File: config.mk
export PLATFORM = sky130hd
export DESIGN_NAME = octave_stream_scheduler
export DESIGN_NICKNAME = d
export VERILOG_FILES = /design/src/rtl/octave_stream_scheduler.sv
export SDC_FILE = /design/constraint.sdc
export NUM_CORES = 1
export LEC_CHECK = 0
export ABC_AREA = 1
export BUFFER_PORTS_ARGS = -buffer_cell sky130_fd_sc_hd__buf_2
export CORE_MARGIN = 2
export CORE_UTILIZATION = 24
export CTS_BUF_LIST = sky130_fd_sc_hd__clkbuf_8
export DETAILED_ROUTE_END_ITERATION = 6
export PLACE_DENSITY_LB_ADDON = 0.2
export SYNTH_ARGS = -nofsm -noshare
export SYNTH_HDL_FRONTEND = slang
export SYNTH_SLANG_ARGS = --single-unit
File: constraint.sdc
create_clock -name clk -period 1.6 [get_ports clk]
set_input_delay 0.08 -clock clk [delete_from_list [all_inputs] [get_ports clk]]
set_output_delay 0.08 -clock clk [all_outputs]
set_load 0.01 [all_outputs]
File: src/rtl/octave_stream_scheduler.sv
// Frame sequencer for the octave Gaussian datapath: gates the shared enable,
// flushes with zero pixels at frame end and tags each output with its window centre.
// Optional 2:1 decimation strobe (dec_valid) when OCTAVE_SCHED_DECIM_EN is defined.
module octave_stream_scheduler #(
    parameter int frameW     = 640,
    parameter int frameH     = 480,
    parameter int windowSize = 19,
    parameter int PIPE_LAT   = 12,
    parameter int XW         = $clog2(frameW),
    parameter int YW         = $clog2(frameH)
) (
    input  logic          clk,
    input  logic          rst_n,
    input  logic          start,
    input  logic          in_valid,
    output logic          in_ready,
    output logic          dp_en,
    output logic          dp_zero,
    input  logic          out_ready,
    output logic          out_valid,
    output logic [XW-1:0] out_x,
    output logic [YW-1:0] out_y,
    output logic          out_border,
    output logic          out_last,
    output logic          busy,
    output logic          done
`ifdef OCTAVE_SCHED_DECIM_EN
    ,
    output logic          dec_valid
`endif
);

    localparam int R    = windowSize / 2;
    localparam int NPIX = frameW * frameH;
    localparam int D    = R * frameW + R + PIPE_LAT;
    localparam int NEN  = NPIX + D;
    localparam int NW   = $clog2(NPIX + 1);
    localparam int CW   = $clog2(NEN + 1);

    localparam logic [NW-1:0] N_LAST = NW'(NPIX - 1);
    localparam logic [CW-1:0] C_LAST = CW'(NEN - 1);
    localparam logic [CW-1:0] C_D    = CW'(D);
    localparam logic [XW-1:0] X_LAST = XW'(frameW - 1);
    localparam logic [XW-1:0] X_LO   = XW'(R);
    localparam logic [XW-1:0] X_HI   = XW'(frameW - 1 - R);
    localparam logic [YW-1:0] Y_LAST = YW'(frameH - 1);
    localparam logic [YW-1:0] Y_LO   = YW'(R);
    localparam logic [YW-1:0] Y_HI   = YW'(frameH - 1 - R);

    localparam logic [1:0] S_IDLE  = 2'd0;
    localparam logic [1:0] S_FILL  = 2'd1;
    localparam logic [1:0] S_FLUSH = 2'd2;

    logic [1:0]    state_q, state_d;
    logic [NW-1:0] n_q, n_d;
    logic [CW-1:0] c_q, c_d;
    logic [XW-1:0] cx_q, cx_d;
    logic [YW-1:0] cy_q, cy_d;
    logic          out_valid_q, out_valid_d;
    logic [XW-1:0] out_x_q, out_x_d;
    logic [YW-1:0] out_y_q, out_y_d;
    logic          out_border_q, out_border_d;
    logic          out_last_q, out_last_d;
    logic          done_q, done_d;

    always_comb begin
        in_ready = 1'b0;
        dp_en    = 1'b0;
        dp_zero  = 1'b0;
        case (state_q)
            S_FILL: begin
                in_ready = out_ready;
                dp_en    = in_valid & out_ready;
            end
            S_FLUSH: begin
                dp_zero = 1'b1;
                dp_en   = out_ready;
            end
            default: ;
        endcase
    end

    always_comb begin
        state_d      = state_q;
        n_d          = n_q;
        c_d          = c_q;
        cx_d         = cx_q;
        cy_d         = cy_q;
        out_valid_d  = out_valid_q;
        out_x_d      = out_x_q;
        out_y_d      = out_y_q;
        out_border_d = out_border_q;
        out_last_d   = out_last_q;
        done_d       = 1'b0;

        case (state_q)
            S_IDLE: begin
                if (start) begin
                    state_d = S_FILL;
                    n_d     = '0;
                    c_d     = '0;
                    cx_d    = '0;
                    cy_d    = '0;
                end
            end
            S_FILL: begin
                if (dp_en) begin
                    n_d = n_q + 1'b1;
                    if (n_q == N_LAST) state_d = S_FLUSH;
                end
            end
            S_FLUSH: begin
                if (dp_en && c_q == C_LAST) begin
                    state_d = S_IDLE;
                    done_d  = 1'b1;
                end
            end
            default: state_d = S_IDLE;
        endcase

        // Tags move with the datapath output register: only on an enable edge.
        if (dp_en) begin
            c_d = c_q + 1'b1;
            if (c_q >= C_D) begin
                out_valid_d  = 1'b1;
                out_x_d      = cx_q;
                out_y_d      = cy_q;
                out_border_d = (cx_q < X_LO) | (cx_q > X_HI) |
                               (cy_q < Y_LO) | (cy_q > Y_HI);
                out_last_d   = (cx_q == X_LAST) & (cy_q == Y_LAST);
                if (cx_q == X_LAST) begin
                    cx_d = '0;
                    cy_d = (cy_q == Y_LAST) ? '0 : cy_q + 1'b1;
                end else begin
                    cx_d = cx_q + 1'b1;
                end
            end else begin
                out_valid_d = 1'b0;
            end
        end else if (state_q == S_IDLE && out_ready) begin
            // Final result of a frame is consumed without an enable.
            out_valid_d = 1'b0;
        end
    end

    always_ff @(posedge clk or negedge rst_n) begin
        if (!rst_n) begin
            state_q      <= S_IDLE;
            n_q          <= '0;
            c_q          <= '0;
            cx_q         <= '0;
            cy_q         <= '0;
            out_valid_q  <= 1'b0;
            out_x_q      <= '0;
            out_y_q      <= '0;
            out_border_q <= 1'b0;
            out_last_q   <= 1'b0;
            done_q       <= 1'b0;
        end else begin
            state_q      <= state_d;
            n_q          <= n_d;
            c_q          <= c_d;
            cx_q         <= cx_d;
            cy_q         <= cy_d;
            out_valid_q  <= out_valid_d;
            out_x_q      <= out_x_d;
            out_y_q      <= out_y_d;
            out_border_q <= out_border_d;
            out_last_q   <= out_last_d;
            done_q       <= done_d;
        end
    end

    assign out_valid  = out_valid_q;
    assign out_x      = out_x_q;
    assign out_y      = out_y_q;
    assign out_border = out_border_q;
    assign out_last   = out_last_q;
    assign busy       = (state_q != S_IDLE);
    assign done       = done_q;

`ifdef OCTAVE_SCHED_DECIM_EN
    assign dec_valid = out_valid_q & ~out_x_q[0] & ~out_y_q[0];
`endif

endmodule

==> impl_metrics.json <==
{
  "status": "finished with violations",
  "violations": "negative setup slack",
  "fillers": 2067,
  "worst_ep_arrival_time_ps": 1660,
  "die_x_um": 145.5,
  "clk_pin_slew_ps": 90,
  "routedWlPerCell_um": 13.74,
  "worst_setup_path_start_kind": "flip-flop",
  "gp_congestion": 0.8109,
  "rsz0062_at_grt": "true",
  "cts-root-buf": "clkbuf_8",
  "antenna_cells": 0,
  "crit_start": "state_q[1]",
  "firstDrtPassIters": 4,
  "hpwl_um": 9851,
  "die_h_um": 145.5,
  "setup_viol": 72,
  "ys_top_cells_by_area": "dfrtp_1 43%, nand2_1 14%, nand3_1 7.1%",
  "crit_type": "reg -> out",
  "clockBufferDepth": 2,
  "coreArea_sq_um": 19590,
  "drt_iter0_markers": 234,
  "syn_to_final_growth_pct": 49.02,
  "antenna_left": 0,
  "cp-endpoint": "dp_en",
  "post_route_cells_drive_above_1_share_pct": 34.90,
  "grt_start_max_net_pins": 83,
  "grt_overflow": 0,
  "path_max_fanout": 5,
  "reg2reg_from": "state_q[1]",
  "synthArstFlopShare_pct": 100.0,
  "report.final.slew_viol_count": 0,
  "io_pins": 32,
  "grt_pass1_wl_um": 24130,
  "num_vias": 4814,
  "seq_area_frac_synth_pct": 42.67,
  "cts_htree_levels": 3,
  "synth_flop_cell": "dfrtp_1",
  "rr_worst_depth": 11,
  "hold_class": "in -> reg",
  "viasPerCell": 4.486,
  "p_total_uw": 6830,
  "ir_drop_uv": 675.3,
  "dieArea_sq_um": 21180,
  "antenna_found_initial": 0,
  "yosysTopAreaCell": "dfrtp_1",
  "rows": 51,
  "final_area_sq_um": 7166,
  "period_needed_ps": 1742,
  "syn-num-nets": 679,
  "grt_pass1_vias": 4760,
  "r2r_slack_ps": -100,
  "cts_buffers": 9,
  "leakage_uw": 0.003361,
  "clock_sinks": 82,
  "worst_setup_path_end_kind": "output pin",
  "track_usage_pct": 13.98,
  "netlist_instances": 661,
  "ys_warn_count": 0,
  "netlist_area_sq_um": 4808,
  "tightest_slew_ps": 460.2,
  "start_util_pct": 24.54,
  "io_buffers": 31,
  "ys_ff_latch": 82,
  "drt-total-wl_um": 14750,
  "fin_worst_skew_ps": 9.541,
  "synth_area_per_cell_sq_um": 7.274,
  "synth_most_common_cell": "nand2_1",
  "clk_latency_ps": 390,
  "holdWs_ps": 72.19,
  "synth_top_cell_area_share_pct": 42.67,
  "post-place-ws_ps": -155.9,
  "powerDensity_nw_per_um2": 953.2,
  "tritoncts": "built",
  "report.final.hold_viol_count": 0,
  "drc": 0,
  "setup_ws_ps": -142.4,
  "drv_cap": 0,
  "fin_crit_sh_pct": 108.9,
  "reg2reg_to": "c_q[0]",
  "synthDistinctLibCells": 33,
  "max_slew_margin_pct": 69.32,
  "dpl_cell_area_sq_um": 6025,
  "synth_common_cells": "179 x nand2_1, 82 x dfrtp_1, 69 x inv_1",
  "fmax_ghz": 0.5739,
  "nets": 821,
  "synth_edf_count": 0,
  "crit_required_ps": 1520
}
==> critical path, cell delays in order, from the launching register on <==
cell      delay [ps]
dfrtp_1          410
buf_4            150
ha_4             150
inv_2             50
nand2_2           60
nand3_4          120
clkinv_4          90
buf_8            130
buf_6            110
==> sequential cells by signal, summed over array words and instances (netlist names), 2 cells and up <==
register	flops
c_q	19
n_q	19
cx_q	10
out_x	10
cy_q	9
out_y	9
state_q	2
==> layer usage <==
metal / wire, um / global-route usage [%] / vias up
met5: 0 / 0 / -
met4: 267 / 5.637 / 0
met3: 288 / 1.599 / 17
met2: 6891 / 22.56 / 57
met1: 7299 / 19.13 / 2271
li1: - / - / 2469
==> through the flow <==
| step | setup TNS (ps) | instances | utilization (%) |
|---|---|---|---|
| 6_report | -4212 | 1073 | 36.58 |
| 5_1_grt | -12000 | 1073 | 36.58 |
| 3_5_place_dp | -5485 | 1031 | 30.75 |
| 4_1_cts | -4632 | 1060 | 33.52 |
| 3_3_place_gp | -4380 | 1031 | 30.75 |
| 2_1_floorplan | -1476 | 661 | - |
==> logic make-up (layout without fill, tap and decap cells) <==
family	Yosys count	in the layout	share of synthesized area (%)
AO/OA/AOI/OAI	70	70	7.703
XOR/XNOR	15	15	2.732
adder cells (fa/ha/maj)	13	13	3.383
buffers and inverters	90	237	7.494
flip-flops	82	82	42.68
multiplexers	1	1	0.2082
AND/OR/NAND/NOR	390	390	35.81
==> cells in the final DEF (no fill, tap or decap), types with 7 or more instances in the layout <==
cell type,n
o21ai_1,25
nor2_1,51
dfrtp_1,80
clkbuf_16,7
xor2_1,14
nand4_1,39
nand3_2,15
buf_6,16
buf_2,29
ha_1,7
nand2_4,10
o21ai_2,9
buf_4,84
nand2_2,25
nand2_1,146
nor2_4,8
inv_1,61
a21oi_1,7
buf_12,7
nor3_1,20
o21ai_0,15
nand3_1,50
inv_2,9
nor2_2,10
clkbuf_8,9
==> cell type report <==
| cell class | instances | area, sq um | share of cell area (%) |
|---|---|---|---|
| clock inverters | 7 | 101.3 | 1.414 |
| clock buffers | 9 | 123.9 | 1.729 |
| flip-flops and latches | 82 | 2054 | 28.67 |
| well taps | 265 | 331.6 | 4.627 |
| repair buffers | 149 | 1386 | 19.35 |
| inverters | 72 | 277.8 | 3.876 |
| multi-input cells | 489 | 2890 | 40.34 |
==> how the worst min path moves through the flow <==
stage                    from        end  slack (ps)  cells past startpoint
floorplan               rst_n     c_q[0]        -220                      0
global placement        rst_n     n_q[2]         160                      2
detailed placement      rst_n     n_q[2]         160                      2
CTS                 out_ready  out_valid          40                      4
global route        out_ready  out_valid         120                      4
finish              out_ready  out_valid          70                      4
==> repair_timing <==
item | 4_1_cts | 5_1_grt
pin swaps | 15 | 39
endpoints found under the setup margin | 84 | 84
buffers inserted | 10 | 5
gates resized for setup | 47 | 128
hold endpoints to repair | 82 | 0
hold buffers | 1 | 0
gates cloned | 2 | 8
==> report_power, final <==
part | total [uW] | internal (uW) | switching [uW]
clock network | 1780 | 890 | 889
registers | 2310 | 2200 | 107
logic | 2740 | 1310 | 1430
total | 6830 | 4400 | 2430
(Power assumes the default switching activity.)
